<file path="config.mk">
export PLATFORM = sky130hd
export DESIGN_NAME = hazard_ctrl
export DESIGN_NICKNAME = d
export VERILOG_FILES = /design/src/rtl/hazard_ctrl.sv
export SDC_FILE = /design/constraint.sdc
export NUM_CORES = 1
export LEC_CHECK = 0
export BUFFER_PORTS_ARGS = -buffer_cell sky130_fd_sc_hd__buf_2
export CORE_MARGIN = 2
export CORE_UTILIZATION = 30
export CTS_CLUSTER_SIZE = 16
export DETAILED_ROUTE_END_ITERATION = 10
export PLACE_DENSITY = 0.53
export SLEW_MARGIN = 20
export SYNTH_ARGS = -nofsm -noshare
export SYNTH_HDL_FRONTEND = slang
export SYNTH_SLANG_ARGS = --single-unit
</file>
<file path="constraint.sdc">
create_clock -name clk -period 2.7 [get_ports clk]
set_input_delay 0.27 -clock clk [delete_from_list [all_inputs] [get_ports clk]]
set_output_delay 0.27 -clock clk [all_outputs]
set_load 0.005 [all_outputs]
</file>
<file path="src/rtl/hazard_ctrl.sv">
// hazard_ctrl: 5-stage pipeline sequencer for interlocks, redirect flushes, mem-wait freezes and forwarding.
module hazard_ctrl #(
  parameter int WAIT_MAX = 16,
  parameter int CNT_W    = 32
) (
  input  logic             clk,
  input  logic             rst,
  input  logic [4:0]       id_rs1,
  input  logic [4:0]       id_rs2,
  input  logic             id_rs1_used,
  input  logic             id_rs2_used,
  input  logic [4:0]       ex_rs1,
  input  logic [4:0]       ex_rs2,
  input  logic [4:0]       ex_rd,
  input  logic             ex_werf,
  input  logic             ex_load,
  input  logic             ex_redirect,
  input  logic [4:0]       mem_rd,
  input  logic             mem_werf,
  input  logic             mem_req,
  input  logic             mem_ready,
  input  logic [4:0]       wb_rd,
  input  logic             wb_werf,
  output logic             pc_en,
  output logic             if_id_en,
  output logic             if_id_flush,
  output logic             id_ex_en,
  output logic             id_ex_flush,
  output logic             ex_mem_en,
  output logic             mem_wb_en,
  output logic [1:0]       fwd_a_sel,
  output logic [1:0]       fwd_b_sel,
  output logic             timeout_err,
  output logic [CNT_W-1:0] stall_cnt,
  output logic [CNT_W-1:0] flush_cnt,
  output logic [CNT_W-1:0] wait_cnt
);
  localparam int TW = $clog2(WAIT_MAX + 1);
  typedef enum logic [1:0] {RUN, WAIT, ERR} state_e;
  state_e           state_q, state_d;
  logic [TW-1:0]    timer_q, timer_d;
  logic [CNT_W-1:0] stall_q, stall_d, flush_q, flush_d, wait_q, wait_d;
  logic             mem_hold, load_use, err, run, do_redir, do_stall;

  function automatic logic [1:0] fwd(input logic [4:0] src);
    return (src == 5'd0) ? 2'b00 :
           (mem_werf && mem_rd == src) ? 2'b01 :
           (wb_werf && wb_rd == src) ? 2'b10 : 2'b00;
  endfunction

  function automatic logic [CNT_W-1:0] sat_inc(input logic [CNT_W-1:0] c, input logic en);
    return (en && c != '1) ? c + 1'b1 : c;
  endfunction

  assign mem_hold = mem_req & ~mem_ready;
  assign load_use = ex_load & ex_werf & (ex_rd != 5'd0) &
                    ((id_rs1_used & (id_rs1 == ex_rd)) | (id_rs2_used & (id_rs2 == ex_rd)));
  assign err      = (state_q == ERR);
  assign run      = ~rst & ~err & ~mem_hold;
  assign do_redir = run & ex_redirect;
  assign do_stall = run & ~ex_redirect & load_use;

  assign pc_en       = run & ~do_stall;
  assign if_id_en    = run & ~do_stall;
  assign if_id_flush = rst | do_redir;
  assign id_ex_en    = run;
  assign id_ex_flush = rst | do_redir | do_stall;
  assign ex_mem_en   = run;
  assign mem_wb_en   = run;
  assign fwd_a_sel   = rst ? 2'b00 : fwd(ex_rs1);
  assign fwd_b_sel   = rst ? 2'b00 : fwd(ex_rs2);
  assign timeout_err = err;
  assign stall_cnt   = stall_q;
  assign flush_cnt   = flush_q;
  assign wait_cnt    = wait_q;

  // timer counts consecutive hold cycles, including the one that leaves RUN
  always_comb begin
    state_d = state_q;
    timer_d = timer_q;
    if (state_q == RUN && mem_hold) begin
      timer_d = TW'(1);
      state_d = (WAIT_MAX == 1) ? ERR : WAIT;
    end else if (state_q == WAIT) begin
      timer_d = mem_hold ? timer_q + 1'b1 : timer_q;
      state_d = !mem_hold ? RUN : (timer_d == TW'(WAIT_MAX)) ? ERR : WAIT;
    end
    stall_d = sat_inc(stall_q, do_stall);
    flush_d = sat_inc(flush_q, do_redir);
    wait_d  = sat_inc(wait_q, mem_hold & ~err);
  end

  always_ff @(posedge clk) begin
    if (rst) begin
      state_q <= RUN;
      timer_q <= '0;
      stall_q <= '0;
      flush_q <= '0;
      wait_q  <= '0;
    end else begin
      state_q <= state_d;
      timer_q <= timer_d;
      stall_q <= stall_d;
      flush_q <= flush_d;
      wait_q  <= wait_d;
    end
  end
endmodule

</file>
==> flow_summary.rst, run 1 <==
.. list-table::
   :header-rows: 1

   * - Metric
     - Value
   * - Final instance area
     - 7012 um2
   * - Data arrival time of the critical path
     - between 2000 and 3000 ps
   * - Max-cap violations
     - 0
   * - Post-DR wirelength/cell
     - between 10 and 15 um
   * - Mapped Area
     - between 5000 and 6000 um2
   * - Worst slew pin tran
     - roughly 840 ps
   * - Sum of negative setup slack
     - 0 ps
   * - Number of clock sinks
     - roughly 100
   * - Via/cell ratio
     - between 5 and 6
   * - Starting utilization of the core area
     - approximately 31%
   * - Cells after Synth
     - 697
   * - Clock transition at the register clock pins on the worst setup and hold paths after CTS
     - 80 ps
   * - Area of the core
     - 18,150 um2
   * - TritonCTS clock tree
     - yes
   * - Count of inserted antenna diode cells
     - 0
   * - Number of setup violations in the final report
     - 0
   * - Syn_area_per_cell
     - approximately 8.0 um2
   * - Post-cts repair resize count
     - 0
   * - Cell area reported after detailed placement
     - ~6700 um2
   * - Number of enable-type register cells in the synthesized netlist
     - 0
   * - Net total in the final layout
     - roughly 900
   * - Commonest non-fill, non-tap cells in the layout
     - buf_2, dfxtp_1, nor2_1, nand2_1, nand3_1
   * - Number of warning messages in the yosys log
     - 0
   * - Fraction of final layout cells sized beyond drive strength 1
     - about 25%
   * - Latest clock arrival within the worst-skew pair
     - about 350 ps
   * - Maximum clock rate
     - slightly below 0.4 GHz
   * - Most common cell after layout, fill and taps aside
     - buf_2
   * - Path type of the worst setup path
     - reg2reg
   * - Post-synth top area cell
     - dfxtp_1
   * - Ratio of total power to cell area
     - around 430 nW/um2
   * - Maximum VDD drop
     - approximately 0.27 mV
   * - First DRT Iteration DRCs
     - 259
   * - Number of unique standard cell types used by synthesis
     - 50
   * - Sum of overflow across all layers after global routing
     - 0
   * - Cell chosen for the clock root
     - clkbuf_16
   * - IO Count
     - 154
   * - Main flop type after synthesis
     - dfxtp_1
   * - Die outline area
     - between 15,000 and 20,000 um2
   * - Post-CTS setup buffer count
     - 0
   * - Via count of the first global-routing pass
     - 5,108
   * - Post-detailed-route count of antenna-violating nets
     - 0
   * - Total CTS buffers
     - 9
   * - Port buffer count
     - approximately 150
   * - Unrepaired setup endpoints after global routing
     - false
   * - Post-detail-place hpwl
     - 11.69 mm
   * - Synthesized net count
     - between 700 and 800
   * - Wire length of the first global-routing pass
     - roughly 26 mm
   * - Pin count of the biggest net entering global routing
     - 60
   * - Slew Limit Fails
     - 0
   * - Fraction of registers with async set/reset
     - 0%
   * - Synthesized flop and latch total
     - a little over 100
   * - Overall die height
     - between 100 and 150 um
   * - Number of filler instances in the final layout
     - roughly 1,900
   * - Die Wd
     - ~140 um
   * - CTS hold repair buffers
     - 0
   * - Startpoint class of the critical path
     - register
   * - Share of Yosys cell area claimed by the top area cell type
     - ~37%
   * - Static leakage
     - around 0.0027 uW
   * - Total design power
     - roughly 3000 uW
   * - Remaining design rule violation count
     - 0
   * - Maximum fanout along the worst path
     - 17
   * - Remaining max-slew budget at the tightest pin
     - ~44%
   * - Layout overhead on the synthesized area
     - 25.26%
   * - Leading cell types by total area after synthesis
     - dfxtp_1, xnor2_1, nor2_1, xor2_1, nand4_1
   * - Maximum clock skew at final layout
     - ~6.0 ps
   * - GRT Resource Usage Total
     - roughly 16%
   * - Maximum root-to-sink buffer count
     - 2
   * - Post-layout utilization of the core
     - about two fifths
   * - Status
     - complete, no violations
   * - Count of endpoints failing hold in the final timing report
     - 0
   * - First-pass detailed-route iteration total
     - 4
   * - Hold path startpoint
     - rst
   * - Worst Path Required
     - between 2000 and 3000 ps
   * - Cell row count
     - 49
   * - Tightest Hold Check Type
     - in2reg
   * - Last weighted congestion value of the routability-driven placer
     - 0.7765
   * - Time the worst path needs with I/O delays and setup
     - around 2500 ps
   * - Reg-to-Reg Start
     - stall_cnt[1]$_SDFFE_PP0P_
   * - Total wire length after detailed routing
     - roughly 16 mm
   * - Final period util
     - between 90% and 100%
   * - Antenna violations before repair
     - 0
   * - Sequential element share of the synthesized area
     - a little under two fifths
   * - First element of the critical path
     - stall_cnt[1]$_SDFFE_PP0P_
   * - Critical Path Sink Type
     - register
   * - CTS H-tree lvls
     - 3
   * - Via count
     - approximately 5,600
   * - Worst hold slack after final layout
     - 198.4 ps
-- cells in the mapped netlist (3+ instances only) --
master / instances
buf_4: 3
clkbuf_1: 23
nor2_1: 75
and3_1: 20
or4_1: 15
nor4_1: 8
nor3_1: 22
or3_1: 37
and2_1: 4
xnor2_1: 46
o31ai_1: 12
a21oi_1: 44
o21ai_1: 15
inv_1: 12
and4_1: 14
nand2b_1: 3
nand3_1: 51
ha_1: 4
nand4_1: 42
buf_6: 3
nand2_1: 53
a21oi_2: 3
nor2b_1: 4
dfxtp_1: 103
xor2_1: 31
o21ai_0: 21
-- kinds of logic (layout without fill, tap and decap cells) --
kind of cell	after synthesis	in the layout	synth area share, %
AO/OA/AOI/OAI	105	105	10.66
XOR/XNOR	77	77	12.05
adder cells (fa/ha/maj)	4	4	0.8941
buffers and inverters	45	214	3.933
flip-flops	103	103	36.84
multiplexers	3	3	0.6258
AND/OR/NAND/NOR	360	360	35.00
-- where the power goes --
group          switching, uW  internal (uW)  total, uW
registers               7.12           1520       1530
logic                    105           81.6        187
clock network            638            636       1270
total                    751           2240       2990
-- through the flow --
step           instances  setup WS [ps]
3_5_place_dp        1079          185.3
3_3_place_gp        1079          232.9
5_1_grt             1095          25.50
4_1_cts             1095          151.1
2_1_floorplan        697          236.1
6_report            1095          174.2
-- routing by layer --
layer | vias up | track usage [%] | share of wire [%]
met2 | 125 | 24.78 | 43
met5 | - | 0 | 0
li1 | 2867 | - | -
met4 | 0 | 4.947 | 1.3
met3 | 13 | 2.819 | 4.8
met1 | 2549 | 22.01 | 50
-- final timing paths --
check                          endpoint  slack, ps  cells past startpoint
max          stall_cnt[16]$_SDFFE_PP0P_        170                      8
min          stall_cnt[29]$_SDFFE_PP0P_        200                      2
max reg2reg  stall_cnt[16]$_SDFFE_PP0P_        170                      8
min reg2reg   flush_cnt[7]$_SDFFE_PP0P_        500                      2
-- state kept, by name, summed over array words and instances, names as in the netlist --
| name | flops |
|---|---|
| flush_cnt | 32 |
| stall_cnt | 32 |
| wait_cnt | 32 |
| state_q | 2 |
| timer_q | 5 |
-- critical path: stages, from the launching register on --
cell	delay, ps
dfxtp_1	390
ha_1	210
nand2_1	80
or4_1	530
or4_4	570
nand3_4	230
buf_4	210
or4_1	110
a21oi_1	60
-- cell type report --
class | instances | area [um2] | area share, %
Clock buffer | 9 | 225.2 | 3.212
Clock inverter | 7 | 56.30 | 0.8030
Inverter | 14 | 52.55 | 0.7495
Multi-Input combinational cell | 549 | 3316 | 47.29
Sequential cell | 103 | 2062 | 29.41
Tap cell | 229 | 286.5 | 4.086
Timing Repair Buffer | 184 | 1013 | 14.45
No activity file was read; power rests on OpenSTA's default activity.
==> run 2: changes to the inputs <==
--- a/config.mk
+++ b/config.mk
@@ -5,12 +5,16 @@
 export SDC_FILE = /design/constraint.sdc
 export NUM_CORES = 1
 export LEC_CHECK = 0
+export ABC_AREA = 1
 export BUFFER_PORTS_ARGS = -buffer_cell sky130_fd_sc_hd__buf_2
+export CELL_PAD_IN_SITES_DETAIL_PLACEMENT = 1
+export CELL_PAD_IN_SITES_GLOBAL_PLACEMENT = 2
 export CORE_MARGIN = 2
-export CORE_UTILIZATION = 30
+export CORE_UTILIZATION = 29
 export CTS_CLUSTER_SIZE = 16
 export DETAILED_ROUTE_END_ITERATION = 10
-export PLACE_DENSITY = 0.53
+export GPL_ROUTABILITY_DRIVEN = 0
+export PLACE_DENSITY = 0.84
 export SLEW_MARGIN = 20
 export SYNTH_ARGS = -nofsm -noshare
 export SYNTH_HDL_FRONTEND = slang
==> flow_summary.rst, run 2 <==
.. list-table::
   :header-rows: 1

   * - Metric
     - Value
   * - Status
     - complete, no violations (unchanged)
   * - CTS hold repair buffers
     - 0 (unchanged)
   * - Maximum clock rate
     - 0.4586 GHz (was 0.3959 GHz)
   * - First-pass detailed-route iteration total
     - 4 (unchanged)
   * - Sequential Power Share
     - 48.7% (was 51.1%)
   * - Fraction of registers with async set/reset
     - 0% (unchanged)
   * - Post-DR wirelength/cell
     - 15.06 um (was 14.38 um)
   * - Reported net switching power
     - 887.1 uW (was 750.7 uW)
   * - Remaining design rule violation count
     - 0 (unchanged)
   * - Number of warning messages in the yosys log
     - 0 (unchanged)
   * - Mapped Area
     - 7064 um2 (was 5598 um2)
   * - Clock network fraction of design power
     - 43.5% (was 42.6%)
   * - Total CTS buffers
     - 9 (unchanged)
   * - Worst hold slack after final layout
     - 253.0 ps (was 198.4 ps)
   * - Commonest non-fill, non-tap cells in the layout
     - nand2_1, nor2_1, buf_2, dfxtp_1, a21oi_1 (was buf_2, dfxtp_1, nor2_1, nand2_1, nand3_1)
   * - Post-synth top cells
     - nand2_1, nor2_1, dfxtp_1 (was dfxtp_1, nor2_1, nand2_1)
   * - Slew Limit Fails
     - 0 (unchanged)
   * - Latest clock arrival within the worst-skew pair
     - 370 ps (was 350 ps)
   * - Main flop type after synthesis
     - dfxtp_1 (unchanged)
   * - Post-cts repair resize count
     - 0 (unchanged)
   * - Static leakage
     - 0.003530 uW (was 0.002716 uW)
   * - Most instantiated library cell after synthesis
     - nand2_1 (was dfxtp_1)
   * - Cell row count
     - 57 (was 49)
   * - Port buffer count
     - 153 (unchanged)
   * - Post-CTS setup buffer count
     - 0 (unchanged)
   * - Number of setup violations in the final report
     - 0 (unchanged)
   * - Final period util
     - 80.76% (was 93.55%)
   * - Starting utilization of the core area
     - 29.31% (was 30.85%)
   * - Ratio of total power to cell area
     - 375.2 nW/um2 (was 426.6 nW/um2)
   * - Synthesized flop and latch total
     - 103 (unchanged)
   * - Maximum root-to-sink buffer count
     - 2 (unchanged)
   * - Worst path cell trace
     - ha_1 -> inv_1 -> nor2_4 -> nand2_2 -> nor2_4 -> nand2_2 -> nand2_4 -> inv_2 -> o21ai_0 -> a21oi_1 (was ha_1 -> nand2_1 -> or4_1 -> or4_4 -> nand3_4 -> buf_4 -> or4_1 -> a21oi_1)
   * - Share of Yosys cell area claimed by the top area cell type
     - 29.19% (was 36.84%)
   * - Post-synth top area cell
     - dfxtp_1 (unchanged)
   * - Die outline area
     - 25,620 um2 (was 19,770 um2)
   * - Post-detailed-route count of antenna-violating nets
     - 0 (unchanged)
   * - Data arrival time of the critical path
     - 2400 ps (was 2740 ps)
   * - Time the worst path needs with I/O delays and setup
     - 2180 ps (was 2526 ps)
   * - Logic pwr share
     - 7.8% (was 6.2%)
   * - Worst setup slack before clock tree synthesis
     - 525.2 ps (was 185.3 ps)
   * - Syn_area_per_cell
     - 6.059 um2 (was 8.031 um2)
   * - GRT Resource Usage Total
     - 19.31% (was 15.75%)
   * - Number of unique standard cell types used by synthesis
     - 34 (was 50)
   * - Number of enable-type register cells in the synthesized netlist
     - 0 (unchanged)
   * - Wire length of the first global-routing pass
     - 40.48 mm (was 25.71 mm)
   * - Remaining max-slew budget at the tightest pin
     - 54.74% (was 43.76%)
   * - Unrepaired setup endpoints after global routing
     - false (unchanged)
   * - Cell with the largest stage delay on the worst path
     - dfxtp_1 (was or4_4)
   * - Antenna violations before repair
     - 0 (unchanged)
   * - Clock transition at the register clock pins on the worst setup and hold paths after CTS
     - 90 ps (was 80 ps)
   * - Worst slew pin tran
     - 678.9 ps (was 836.4 ps)
   * - Count of endpoints failing hold in the final timing report
     - 0 (unchanged)
   * - Worst Path Required
     - 2920 ps (about the same)
   * - Int Power
     - 2271 uW (was 2241 uW)
   * - Area of the core
     - 24,110 um2 (was 18,150 um2)
   * - Count of inserted antenna diode cells
     - 0 (unchanged)
   * - Maximum VDD drop
     - 0.1914 mV (was 0.2664 mV)
   * - Sum of negative setup slack
     - 0 ps (unchanged)
   * - Sum of overflow across all layers after global routing
     - 0 (unchanged)
   * - Sequential element share of the synthesized area
     - 29.19% (was 36.84%)
   * - Post-detail-place hpwl
     - 19.14 mm (was 11.69 mm)
   * - Number of clock sinks
     - 103 (unchanged)
   * - Overall die height
     - 160.1 um (was 140.6 um)
   * - Synthesized net count
     - 1,216 (was 747)
   * - Sw Ratio
     - 28.09% (was 25.10%)
   * - First DRT Iteration DRCs
     - 386 (was 259)
   * - Pin count of the biggest net entering global routing
     - 57 (was 60)
   * - Maximum clock skew at final layout
     - 16.44 ps (was 6.030 ps)
   * - TritonCTS clock tree
     - yes (unchanged)
   * - Net total in the final layout
     - 1,363 (was 911)
   * - Total wire length after detailed routing
     - 24.72 mm (was 15.75 mm)
   * - Leading cell types by total area after synthesis
     - dfxtp_1, nand2_1, nor2_1, a21oi_1, xor2_1 (was dfxtp_1, xnor2_1, nor2_1, xor2_1, nand4_1)
   * - IO Count
     - 154 (unchanged)
   * - Path type of the worst setup path
     - reg2reg (unchanged)
   * - Die Wd
     - 160.1 um (was 140.6 um)
   * - Fraction of final layout cells sized beyond drive strength 1
     - 16.08% (was 24.83%)
   * - Cells after Synth
     - 1,166 (was 697)
   * - Most common cell after layout, fill and taps aside
     - nand2_1 (was buf_2)
   * - Via count
     - 7,905 (was 5,554)
   * - Layout overhead on the synthesized area
     - 19.13% (was 25.26%)
   * - Startpoint class of the critical path
     - register (unchanged)
   * - Total design power
     - 3158 uW (was 2991 uW)
   * - Number of filler instances in the final layout
     - 3,266 (was 1,930)
   * - Family of cells with the greatest summed delay on the critical path
     - simple AND/OR/NAND/NOR gates (unchanged)
   * - Tightest Hold Check Type
     - in2reg (unchanged)
   * - WP buf/inv
     - 2 (was 1)
   * - Via count of the first global-routing pass
     - 7,841 (was 5,108)
   * - CTS H-tree lvls
     - 3 (unchanged)
   * - Cell chosen for the clock root
     - clkbuf_16 (unchanged)
   * - Maximum fanout along the worst path
     - 28 (was 17)
   * - Critical Path Sink Type
     - register (unchanged)
   * - Post-layout utilization of the core
     - 34.91% (was 38.64%)
   * - Max-cap violations
     - 0 (unchanged)
   * - Slack of the critical path
     - 519.6 ps (was 174.2 ps)
   * - Delay of the slowest cell on the worst path
     - 420 ps (was 570 ps)
   * - Via/cell ratio
     - 4.814 (was 5.072)
## run 2: cell count changes after synthesis, sizes merged, moves of 16 or more
cell,previous run,this run
nand4,44,11
nand3b,0,32
nor2,75,174
nand2,53,440
inv,13,91
o21ai,36,19
or4,16,0
or3,37,0
xnor2,46,15
a21oi,47,94
## run 2: routing by layer
metal	track usage, %	vias to the layer above	part of all wire, %
met2	33.27	135	47
met4	4.791	0	1.2
met1	25.76	3760	48
li1	-	3994	-
met5	0	-	0
met3	2.182	16	3.2
## run 2: metrics by stage
step | instance area (um2) | cells
2_1_floorplan | 7064 | 1166
3_3_place_gp | 8119 | 1626
5_1_grt | 8416 | 1642
6_report | 8416 | 1642
4_1_cts | 8416 | 1642
3_5_place_dp | 8119 | 1626
## run 2: power groups by stage
stage          logic (uW)  registers, uW  clock network (uW)
5_1_grt               278           1540                1480
3_3_place_gp          246           1570                   0
3_5_place_dp          250           1570                   0
4_1_cts               251           1540                1420
2_1_floorplan         153           1570                   0
6_report              246           1540                1370
## run 2: layout make-up
type	instances	area, um2	area share (%)
multi-input cells	940	4427	52.60
flip-flops and latches	103	2062	24.50
repair buffers	168	880.8	10.47
well taps	324	405.4	4.817
inverters	91	344.1	4.089
clock buffers	9	225.2	2.676
clock inverters	7	71.32	0.8475
## run 2: worst register-to-register path, stage by stage, from the launching register on
cell and delay (ps):
dfxtp_1 420, ha_1 240, inv_1 100, nor2_4 150
nand2_2 120, nor2_4 180, nand2_2 110, nand2_4 200
inv_2 270, o21ai_0 180, a21oi_1 80
## run 2: logic make-up (layout without fill, tap and decap cells)
| group | Yosys count | in the layout | share of synthesized area, % |
|---|---|---|---|
| AOI/OAI and AO/OA | 119 | 119 | 8.750 |
| DFF | 103 | 103 | 29.19 |
| and+or+nand+nor | 759 | 759 | 46.01 |
| adders and majority gates | 4 | 4 | 0.7085 |
| xor gates and xnor gates | 58 | 58 | 7.191 |
| buffers and inverters | 123 | 275 | 8.147 |
## run 2: path summary, 6_finish.rpt
kind                                  start                         to  slack, ps  cells past startpoint
setup / recovery   wait_cnt[1]$_SDFFE_PP0P_   wait_cnt[8]$_SDFFE_PP0P_        520                     10
hold / removal                          rst    state_q[0]$_SDFFE_PP0P_        250                      4
setup reg to reg   wait_cnt[1]$_SDFFE_PP0P_   wait_cnt[8]$_SDFFE_PP0P_        520                     10
hold reg to reg   wait_cnt[12]$_SDFFE_PP0P_  wait_cnt[12]$_SDFFE_PP0P_        490                      2
